<file path="src/rtl/div_result_bcd.sv">
// Sequential double-dabble converter for a divider's 8-bit quotient/remainder pair.
// Optional divide-by-zero detection is enabled by defining DIV_RESULT_BCD_DBZ_EN.
module div_result_bcd (
    input  logic        clk,
    input  logic        rst,
    input  logic        ena,
    input  logic        in_valid,
    output logic        in_ready,
    input  logic [7:0]  quotient,
    input  logic [7:0]  remainder,
    output logic        out_valid,
    input  logic        out_ready,
    output logic [11:0] q_bcd,
    output logic [11:0] r_bcd,
    output logic        dbz
);

    typedef enum logic [1:0] {IDLE, SHIFT, DONE} state_t;

    state_t      state_reg, state_next;
    logic [2:0]  cnt_reg, cnt_next;
    logic [7:0]  q_bin_reg, q_bin_next;
    logic [7:0]  r_bin_reg, r_bin_next;
    logic [11:0] q_acc_reg, q_acc_next;
    logic [11:0] r_acc_reg, r_acc_next;
    logic [11:0] q_bcd_reg, q_bcd_next;
    logic [11:0] r_bcd_reg, r_bcd_next;
    logic        dbz_reg, dbz_next;

    logic [11:0] q_adj, r_adj;
    logic [11:0] q_step, r_step;

    // Per-digit add-3 correction ahead of each shift
    genvar gi;
    generate
        for (gi = 0; gi < 3; gi++) begin : g_digit
            assign q_adj[gi*4 +: 4] = (q_acc_reg[gi*4 +: 4] >= 4'd5) ?
                                      q_acc_reg[gi*4 +: 4] + 4'd3 : q_acc_reg[gi*4 +: 4];
            assign r_adj[gi*4 +: 4] = (r_acc_reg[gi*4 +: 4] >= 4'd5) ?
                                      r_acc_reg[gi*4 +: 4] + 4'd3 : r_acc_reg[gi*4 +: 4];
        end
    endgenerate

    assign q_step = {q_adj[10:0], q_bin_reg[7]};
    assign r_step = {r_adj[10:0], r_bin_reg[7]};

    always_ff @(posedge clk) begin
        if (rst) begin
            state_reg <= IDLE;
            cnt_reg   <= 3'd0;
            q_bin_reg <= 8'd0;
            r_bin_reg <= 8'd0;
            q_acc_reg <= 12'd0;
            r_acc_reg <= 12'd0;
            q_bcd_reg <= 12'd0;
            r_bcd_reg <= 12'd0;
            dbz_reg   <= 1'b0;
        end else if (ena) begin
            state_reg <= state_next;
            cnt_reg   <= cnt_next;
            q_bin_reg <= q_bin_next;
            r_bin_reg <= r_bin_next;
            q_acc_reg <= q_acc_next;
            r_acc_reg <= r_acc_next;
            q_bcd_reg <= q_bcd_next;
            r_bcd_reg <= r_bcd_next;
            dbz_reg   <= dbz_next;
        end
    end

    always_comb begin
        state_next = state_reg;
        cnt_next   = cnt_reg;
        q_bin_next = q_bin_reg;
        r_bin_next = r_bin_reg;
        q_acc_next = q_acc_reg;
        r_acc_next = r_acc_reg;
        q_bcd_next = q_bcd_reg;
        r_bcd_next = r_bcd_reg;
        dbz_next   = dbz_reg;
        case (state_reg)
            IDLE: begin
                if (in_valid) begin
                    q_bin_next = quotient;
                    r_bin_next = remainder;
                    q_acc_next = 12'd0;
                    r_acc_next = 12'd0;
                    cnt_next   = 3'd0;
`ifdef DIV_RESULT_BCD_DBZ_EN
                    dbz_next   = (quotient == 8'hFF) && (remainder == 8'hFF);
`else
                    dbz_next   = 1'b0;
`endif
                    state_next = SHIFT;
                end
            end
            SHIFT: begin
                q_acc_next = q_step;
                r_acc_next = r_step;
                q_bin_next = {q_bin_reg[6:0], 1'b0};
                r_bin_next = {r_bin_reg[6:0], 1'b0};
                cnt_next   = cnt_reg + 3'd1;
                if (cnt_reg == 3'd7) begin
                    state_next = DONE;
`ifdef DIV_RESULT_BCD_DBZ_EN
                    // The divider's zero-divisor code is reported as all-ones digits
                    q_bcd_next = dbz_reg ? 12'hFFF : q_step;
                    r_bcd_next = dbz_reg ? 12'hFFF : r_step;
`else
                    q_bcd_next = q_step;
                    r_bcd_next = r_step;
`endif
                end
            end
            DONE: begin
                if (out_ready) begin
                    state_next = IDLE;
                end
            end
            default: begin
                state_next = IDLE;
            end
        endcase
    end

    assign in_ready  = (state_reg == IDLE);
    assign out_valid = (state_reg == DONE);
    assign q_bcd     = q_bcd_reg;
    assign r_bcd     = r_bcd_reg;
    assign dbz       = dbz_reg;

endmodule

</file>
<file path="config.mk">
export PLATFORM = sky130hd
export DESIGN_NAME = div_result_bcd
export DESIGN_NICKNAME = d
export VERILOG_FILES = /design/src/rtl/div_result_bcd.sv
export SDC_FILE = /design/constraint.sdc
export NUM_CORES = 1
export LEC_CHECK = 0
export ABC_AREA = 1
export CAP_MARGIN = 20
export CORE_UTILIZATION = 40
export CTS_CLUSTER_SIZE = 20
export DETAILED_ROUTE_END_ITERATION = 16
export DONT_BUFFER_PORTS = 1
export PLACE_DENSITY = 0.65
export SYNTH_ARGS = -nofsm -noshare
export SYNTH_HDL_FRONTEND = slang
export SYNTH_SLANG_ARGS = --single-unit
</file>
<file path="constraint.sdc">
create_clock -name clk -period 3.7 [get_ports clk]
set_input_delay 0.74 -clock clk [delete_from_list [all_inputs] [get_ports clk]]
set_output_delay 0.74 -clock clk [all_outputs]
set_load 0.01 [all_outputs]
</file>
==> results of run 1 <==
## stage by stage
step | hold WS [ns] | std cells | setup slack, ns | util | total power, mW
2_1_floorplan | 0.429 | 528 | 2.06 | - | 0.913
3_3_place_gp | 0.445 | 610 | 1.42 | 0.417 | 0.924
3_5_place_dp | 0.454 | 610 | 1.34 | 0.417 | 0.928
4_1_cts | 0.440 | 626 | 1.50 | 0.444 | 1.63
5_1_grt | 0.434 | 626 | 1.26 | 0.444 | 1.68
6_report | 0.462 | 626 | 1.54 | 0.444 | 1.61
## Yosys cell counts
cell type and number:
a21oi_1 35, inv_2 3, buf_4 2, nor3_1 1
clkbuf_1 8, ha_1 14, nor2_2 2, o21ai_0 25
nor2_1 77, nand2_4 1, inv_1 51, conb_1 1
o21ai_1 1, nor2_8 1, nand4_1 10, o21a_1 5
nand3_1 28, buf_2 10, nand2_1 180, buf_6 3
dfxtp_1 69, nand2_2 1
## power breakdown
group          switching [mW]  internal [mW]
combinational          0.0941         0.0347
clock                   0.284          0.415
sequential             0.0160          0.766
## how the worst max path moves through the flow
| stage | to | slack (ns) | cells past startpoint |
|---|---|---|---|
| finish | r_bcd[1]$_SDFFE_PP0P_ | 1.54 | 7 |
| global route | q_bcd[8]$_SDFFE_PP0P_ | 1.26 | 8 |
| CTS | r_bcd[1]$_SDFFE_PP0P_ | 1.50 | 7 |
| detailed placement | r_bcd[1]$_SDFFE_PP0P_ | 1.34 | 7 |
| global placement | r_bcd[1]$_SDFFE_PP0P_ | 1.42 | 7 |
| floorplan | cnt_reg[1]$_SDFFE_PP0P_ | 2.06 | 4 |
## kinds of logic after synthesis
kind of cell	after synthesis	share of synthesized area
AOI/OAI and AO/OA	66	0.0992
and+or+nand+nor	301	0.354
DFF	69	0.400
buffers and inverters	77	0.0959
adders and majority gates	14	0.0507
other	1	0.00108
## worst reg2reg max path: stages, from the launching register on
cell     delay (ns)
dfxtp_1        0.46
nand2_4        0.19
nor2_8         0.37
nand2_2        0.25
inv_2          0.52
nand2_1        0.15
nand2_1        0.09
inv_1          0.04
## layer usage
| layer | routed length, µm | part of all wire | vias to the layer above | GRT usage |
|---|---|---|---|---|
| li1 | - | - | 1626 | - |
| met1 | 3370 | 0.46 | 1355 | 0.202 |
| met2 | 3420 | 0.46 | 81 | 0.309 |
| met3 | 464 | 0.063 | 8 | 0.0636 |
| met4 | 118 | 0.016 | 0 | 0.0619 |
| met5 | 0 | 0 | - | 0 |
## layout make-up
class	instances	area (µm²)
fill	849	4610
clock buffer	12	155
inverter	54	203
multi-input combinational	382	1740
sequential	69	1380
tap	105	131
clock inverter	4	70.1
==> reports/results.txt, run 1 <==
Clock Path Buffers -> 2
Ports -> 48
Starting Density -> 0.417
Detail Placement HPWL -> 4800 µm
clock root buffer -> clkbuf_8
PortBufs -> 0
die area -> 0.00902 mm²
RSZ-0062 raised after global routing -> false
share of cells above drive strength 1 -> 0.0441
CTS buffer count -> 9
synthesis-stage register bit count -> 69
Nets -> 551
Routed WL -> 7380 µm
DR vias/cell -> 4.90
Hold Path End -> r_acc_reg[11]$_SDFFE_PP0P_
CTS tree -> yes
worst reg2reg path startpoint -> state_reg[0]$_SDFFE_PP0P_
WHS Path Cells -> 2
P&R area growth vs syn -> 6.59%
area share of the largest cell type after synthesis -> 0.400
crit path time final -> 2.16 ns
Least-Margin Pin Slew -> 0.761 ns
Post-CTS Setup Inserts -> 0
Post-Syn Area -> 0.00346 mm²
WP data arrival -> 2.40 ns
relative max-transition margin -> 0.492
All-Layer GR Usage -> 0.179
DRT Pass-1 Iters -> 4
post-cts gate resize count -> 0
leakage -> 1.68 nW
Max Freq -> 463 MHz
post-route cell area -> 0.00368 mm²
count of final setup violators -> 0
Slew Limit Fails -> 0
Critical-path top delay cell -> inv_2
commonest non-fill, non-tap cell in the layout -> nand2_1
setup TNS -> 0 ns
max_cap viols -> 0
post-synthesis sequential area ratio -> 0.400
min-delay src -> r_acc_reg[11]$_SDFFE_PP0P_
post-route ant nets -> 0
first-pass GRT wire length -> 12600 µm
Worst setup startpoint -> state_reg[0]$_SDFFE_PP0P_
Core Footprint -> 0.00830 mm²
chip height -> 95.0 µm
GPL Wtd Cong -> 0.810
initial antenna violation count -> 0
required time of the critical path -> 3.94 ns
largest net degree at the start of global routing -> 51
reg2reg end -> r_bcd[1]$_SDFFE_PP0P_
Core Rows -> 33
clock skew -> 0.00541 ns
VDD IR max -> 0.204 mV
worst reg-to-reg setup slack -> 1.54 ns
Yosys cell types -> 22
H-tree lvl count -> 3
Die X -> 95.0 µm
Setup CP Type -> reg -> reg
crit-path cells -> nand2_4, nor2_8, nand2_2, inv_2, nand2_1, nand2_1, inv_1
post-DR wirelength/cell -> 11.8 µm
# clock sinks -> 69
leading area contributor after synthesis -> dfxtp_1
final hold vios -> 0
post-synth net total -> 563
CP bufs+invs -> 2
clock-pin transition on the worst setup and hold timing paths -> 0.07 ns
P per Cell Area -> 437 mW/mm²
Synth warnings -> 0
Crit path largest cell delay -> 0.51 ns
ANT cells -> 0
FF-to-FF path depth -> 7
most used cell, CP -> nand2_1
Hold Crit Class -> reg -> reg
CP Launch Type -> flip-flop
status -> finished clean
initial drt markers -> 151
Post-CTS Hold Fix Bufs -> 0
Mapped Cells -> 528
clock latency on the worst-skew pair -> 0.34 ns
vias post-DR -> 3070
Final period util -> 0.583
Mapped Avg Cell Area -> 6.55 µm²
CP Capture Type -> flip-flop
GR Overflow Total -> 0
Placement Cell Area -> 0.00346 mm²
vias in the first global route -> 2892
main area contributors after synthesis -> dfxtp_1, nand2_1, nor2_1
commonest cells after routing, fill and taps aside -> nand2_1, nor2_1, dfxtp_1, inv_1, a21oi_1
crit path max fanout -> 38
Post-route DRC -> 0
CP top delay family -> simple AND/OR/NAND/NOR gates
No activity file was read; power rests on OpenSTA's default activity.
==> run 2: changes to the inputs <==
==> constraint.sdc (replaced) <==
create_clock -name clk -period 2.1 [get_ports clk]
set_input_delay 0.42 -clock clk [delete_from_list [all_inputs] [get_ports clk]]
set_output_delay 0.42 -clock clk [all_outputs]
set_load 0.01 [all_outputs]
==> reports/results.txt, run 2 (synthesized netlist as in run 1, its figures left out) <==
final hold vios -> 0
first-pass GRT wire length -> 12500 µm
clock-pin transition on the worst setup and hold timing paths -> 0.08 ns
GRT busiest layer -> met2
CTS tree -> yes
setup TNS -> 0 ns
crit path max fanout -> 20
ANT cells -> 0
share of cells above drive strength 1 -> 0.0550
Routed WL -> 7350 µm
Core Rows -> 33
initial antenna violation count -> 0
Starting Density -> 0.417
post-route ant nets -> 0
post-route cell area -> 0.00372 mm²
Core Footprint -> 0.00830 mm²
die area -> 0.00902 mm²
initial drt markers -> 144
Hold Crit Class -> in -> reg
Die X -> 95.0 µm
met1 Use GR -> 0.213
met2 Use GR -> 0.297
RSZ-0062 raised after global routing -> false
CTS buffer count -> 9
GPL Wtd Cong -> 0.822
required time of the critical path -> 2.40 ns
M3 GR Usage -> 0.0531
Slew Limit Fails -> 0
PortBufs -> 0
post-DR wirelength/cell -> 11.6 µm
commonest non-fill, non-tap cell in the layout -> nand2_1
Clock Path Buffers -> 2
DRT Pass-1 Iters -> 4
post-cts gate resize count -> 0
Detail Placement HPWL -> 4920 µm
Least-Margin Pin Slew -> 0.523 ns
Ports -> 48
CP Capture Type -> flip-flop
P per Cell Area -> 725 mW/mm²
VDD IR max -> 0.398 mV
P&R area growth vs syn -> 7.64%
clock skew -> 0.0102 ns
Post-route DRC -> 0
vias in the first global route -> 2837
DR vias/cell -> 4.90
max_cap viols -> 0
Placement Cell Area -> 0.00353 mm²
WP data arrival -> 1.90 ns
leakage -> 1.70 nW
Max Freq -> 626 MHz
Final period util -> 0.760
GR Overflow Total -> 0
clock latency on the worst-skew pair -> 0.35 ns
# clock sinks -> 69
Post-CTS Hold Fix Bufs -> 0
All-Layer GR Usage -> 0.181
commonest cells after routing, fill and taps aside -> nand2_1, nor2_1, dfxtp_1, inv_1, a21oi_1
relative max-transition margin -> 0.651
Nets -> 557
crit path time final -> 1.60 ns
clock root buffer -> clkbuf_8
vias post-DR -> 3098
largest net degree at the start of global routing -> 51
chip height -> 95.0 µm
count of final setup violators -> 0
status -> finished clean
Post-CTS Setup Inserts -> 0
CP Launch Type -> flip-flop
H-tree lvl count -> 3
Setup CP Type -> reg -> reg
==> run 2: critical path, stage by stage, from the launching register on <==
cell	delay [ns]
dfxtp_1	0.46
nand2_4	0.18
nor2_8	0.12
nand2_2	0.07
inv_2	0.28
buf_12	0.20
nor2_1	0.05
nor2_1	0.09
nand2_1	0.05
inv_1	0.04
==> run 2: final cells by class <==
type	instances	area, µm²
clock inverter	5	50.0
sequential	69	1380
fill	849	4580
inverter	54	203
timing repair buffer	6	70.1
clock buffer	11	141
tap	105	131
multi-input combinational	382	1740
==> run 2: path summary, 6_finish.rpt <==
kind	startpoint	end	slack, ns	depth (start not counted)
setup / recovery	state_reg[0]$_SDFFE_PP0P_	r_bcd[2]$_SDFFE_PP0P_	0.50	9
hold / removal	rst	q_acc_reg[2]$_SDFFE_PP0P_	0.13	1
setup reg to reg	state_reg[0]$_SDFFE_PP0P_	r_bcd[2]$_SDFFE_PP0P_	0.50	9
hold reg to reg	q_acc_reg[11]$_SDFFE_PP0P_	q_acc_reg[11]$_SDFFE_PP0P_	0.46	2
==> run 2: where the power goes <==
part	switching, mW	internal (mW)	total (mW)
clock network	0.502	0.573	1.07
registers	0.0289	1.35	1.38
logic	0.166	0.0766	0.243
==> run 2: per-stage QoR <==
| stage | utilization | hold WS (ns) | power [mW] | instances | setup slack, ns |
|---|---|---|---|---|---|
| floorplan | - | 0.429 | 1.61 | 528 | 0.781 |
| global placement | 0.425 | 0.445 | 1.65 | 616 | 0.588 |
| detailed placement | 0.425 | 0.449 | 1.65 | 616 | 0.507 |
| CTS | 0.448 | 0.108 | 2.73 | 632 | 0.479 |
| global route | 0.448 | 0.109 | 2.82 | 632 | 0.308 |
| finish | 0.448 | 0.129 | 2.70 | 632 | 0.503 |
==> run 2: metal layers <==
layer	wire, µm	part of all wire
met5	0	0
met4	146	0.020
met2	3390	0.46
met3	387	0.053
met1	3420	0.47
==> run 3: changes to the inputs <==
--- a/config.mk
+++ b/config.mk
@@ -11,7 +11,7 @@
 export CTS_CLUSTER_SIZE = 20
 export DETAILED_ROUTE_END_ITERATION = 16
 export DONT_BUFFER_PORTS = 1
-export PLACE_DENSITY = 0.65
+export PLACE_DENSITY = 0.67
 export SYNTH_ARGS = -nofsm -noshare
 export SYNTH_HDL_FRONTEND = slang
 export SYNTH_SLANG_ARGS = --single-unit
==> constraint.sdc (replaced) <==
create_clock -name clk -period 1.4 [get_ports clk]
set_input_delay 0.28 -clock clk [delete_from_list [all_inputs] [get_ports clk]]
set_output_delay 0.28 -clock clk [all_outputs]
set_load 0.01 [all_outputs]
==> reports/results.txt, run 3 (synthesized netlist as in run 1, its figures left out) <==
status -> finished clean
Core Rows -> 33
post-route ant nets -> 0
# clock sinks -> 69
CP Capture Type -> primary output
P&R area growth vs syn -> 14.8%
Detail Placement HPWL -> 5320 µm
CTS tree -> yes
commonest cells after routing, fill and taps aside -> nand2_1, nor2_1, dfxtp_1, inv_1, a21oi_1
Die X -> 95.0 µm
setup TNS -> 0 ns
Worst setup startpoint -> state_reg[0]$_SDFFE_PP0P_
post-DR wirelength/cell -> 12.0 µm
GPL Wtd Cong -> 0.775
clock latency on the worst-skew pair -> 0.33 ns
All-Layer GR Usage -> 0.178
worst reg-to-reg setup slack -> 0.07 ns
initial antenna violation count -> 0
share of cells above drive strength 1 -> 0.126
reg2reg end -> r_bcd[2]$_SDFFE_PP0P_
P per Cell Area -> 1070 mW/mm²
Worst setup endpoint -> out_valid
first-pass GRT wire length -> 12500 µm
die area -> 0.00902 mm²
final hold vios -> 0
layout filler cell count -> 857
GR Overflow Total -> 0
largest net degree at the start of global routing -> 51
most used cell, CP -> buf_4
clock-pin transition on the worst setup and hold timing paths -> 0.07 ns
crit-path cells -> buf_4, nor2_2, buf_4
CTS buffer count -> 9
max_cap viols -> 0
Clock Path Buffers -> 2
crit path time final -> 1.37 ns
H-tree lvl count -> 3
met3 wire length -> 358 µm
Post-route DRC -> 0
count of final setup violators -> 0
ANT cells -> 0
Max Freq -> 732 MHz
Ports -> 48
Core Footprint -> 0.00830 mm²
Least-Margin Pin Slew -> 0.533 ns
Critical-path top delay cell -> dfxtp_2
DRT Pass-1 Iters -> 4
vias post-DR -> 3179
Slew Limit Fails -> 0
PortBufs -> 0
Nets -> 576
WP data arrival -> 1.09 ns
final worst setup slack -> 0.0335 ns
Final period util -> 0.976
vias in the first global route -> 2939
Starting Density -> 0.417
worst reg2reg path startpoint -> cnt_reg[0]$_SDFFE_PP0P_
highest routed layer -> met4
CP bufs+invs -> 2
Routed WL -> 7840 µm
Pwr Total -> 4.24 mW
required time of the critical path -> 1.12 ns
initial drt markers -> 143
Setup CP Type -> reg -> out
Crit. path cell count -> 3
clock root buffer -> clkbuf_8
Hold Crit Class -> in -> reg
commonest non-fill, non-tap cell in the layout -> nand2_1
FF-to-FF path depth -> 9
CP Launch Type -> flip-flop
pre-CTS setup slack -> 0.0205 ns
relative max-transition margin -> 0.644
leakage -> 1.84 nW
CP top delay family -> flip-flops
clock skew -> 0.0111 ns
WL met1 -> 3530 µm
crit path max fanout -> 4
DR vias/cell -> 4.88
Crit path largest cell delay -> 0.35 ns
met2 WL -> 3910 µm
chip height -> 95.0 µm
VDD IR max -> 0.682 mV
RSZ-0062 raised after global routing -> true
run 3: cell count changes in the layout (fill, tap and decap cells not counted), moves of 3 or more:
cell / before / now
buf_4: 4 / 21
nor2_1: 77 / 72
nor2_2: 2 / 7
nand3_1: 28 / 25
nand2_1: 180 / 177
nand3_2: 0 / 3
dfxtp_1: 69 / 61
dfxtp_2: 0 / 8
run 3: final cells by class:
cell class / instances / area, µm² / area share
clock inverter: 5 / 75.1 / 0.0189
timing repair buffer: 25 / 228 / 0.0574
tap: 105 / 131 / 0.0331
clock buffer: 11 / 131 / 0.0331
sequential: 69 / 1390 / 0.351
inverter: 54 / 208 / 0.0523
multi-input combinational: 382 / 1800 / 0.454
run 3: worst min-delay path by stage:
stage / startpoint / endpoint / slack (ns) / cells after the start
finish: rst / q_bcd[10]$_SDFFE_PP0P_ / 0.08 / 3
global route: rst / q_bcd[6]$_SDFFE_PP0P_ / 0.06 / 3
CTS: rst / q_acc_reg[7]$_SDFFE_PP0P_ / -0.01 / 1
detailed placement: rst / q_acc_reg[7]$_SDFFE_PP0P_ / 0.35 / 1
global placement: rst / r_bin_reg[0]$_SDFFE_PP0P_ / 0.35 / 1
floorplan: cnt_reg[0]$_SDFFE_PP0P_ / cnt_reg[0]$_SDFFE_PP0P_ / 0.43 / 1
run 3: worst register-to-register path, delay by kind of cell (launching register included):
family                     cells  cell delay (ns)
adders and majority gates      2             0.37
DFF                            1             0.34
and+or+nand+nor                4             0.27
buffers and inverters          3             0.27
run 3: stage by stage:
| step | utilization | cell area [µm²] | cells | hold WS, ns |
|---|---|---|---|---|
| 3_5_place_dp | 0.440 | 3650 | 632 | 0.355 |
| 3_3_place_gp | 0.440 | 3650 | 632 | 0.354 |
| 6_report | 0.478 | 3970 | 651 | 0.0792 |
| 4_1_cts | 0.465 | 3860 | 648 | -0.0138 |
| 2_1_floorplan | - | 3460 | 528 | 0.429 |
| 5_1_grt | 0.478 | 3970 | 651 | 0.0573 |
run 3: per-layer routing:
layer,global-route usage,vias to the layer above
li1,-,1674
met1,0.198,1438
met2,0.322,63
met3,0.0556,4
met4,0.0505,0
met5,0,-
run 3: timing repair:
action	4_1_cts	5_1_grt
gates resized for setup	3	24
buffers inserted	0	1
endpoints found under the hold margin	26	31
pin swaps	0	1
setup endpoints to repair	2	36
run 3: power breakdown:
| group | switching (mW) | internal [mW] |
|---|---|---|
| Clock | 0.722 | 0.996 |
| Combinational | 0.290 | 0.174 |
| Sequential | 0.0362 | 2.03 |
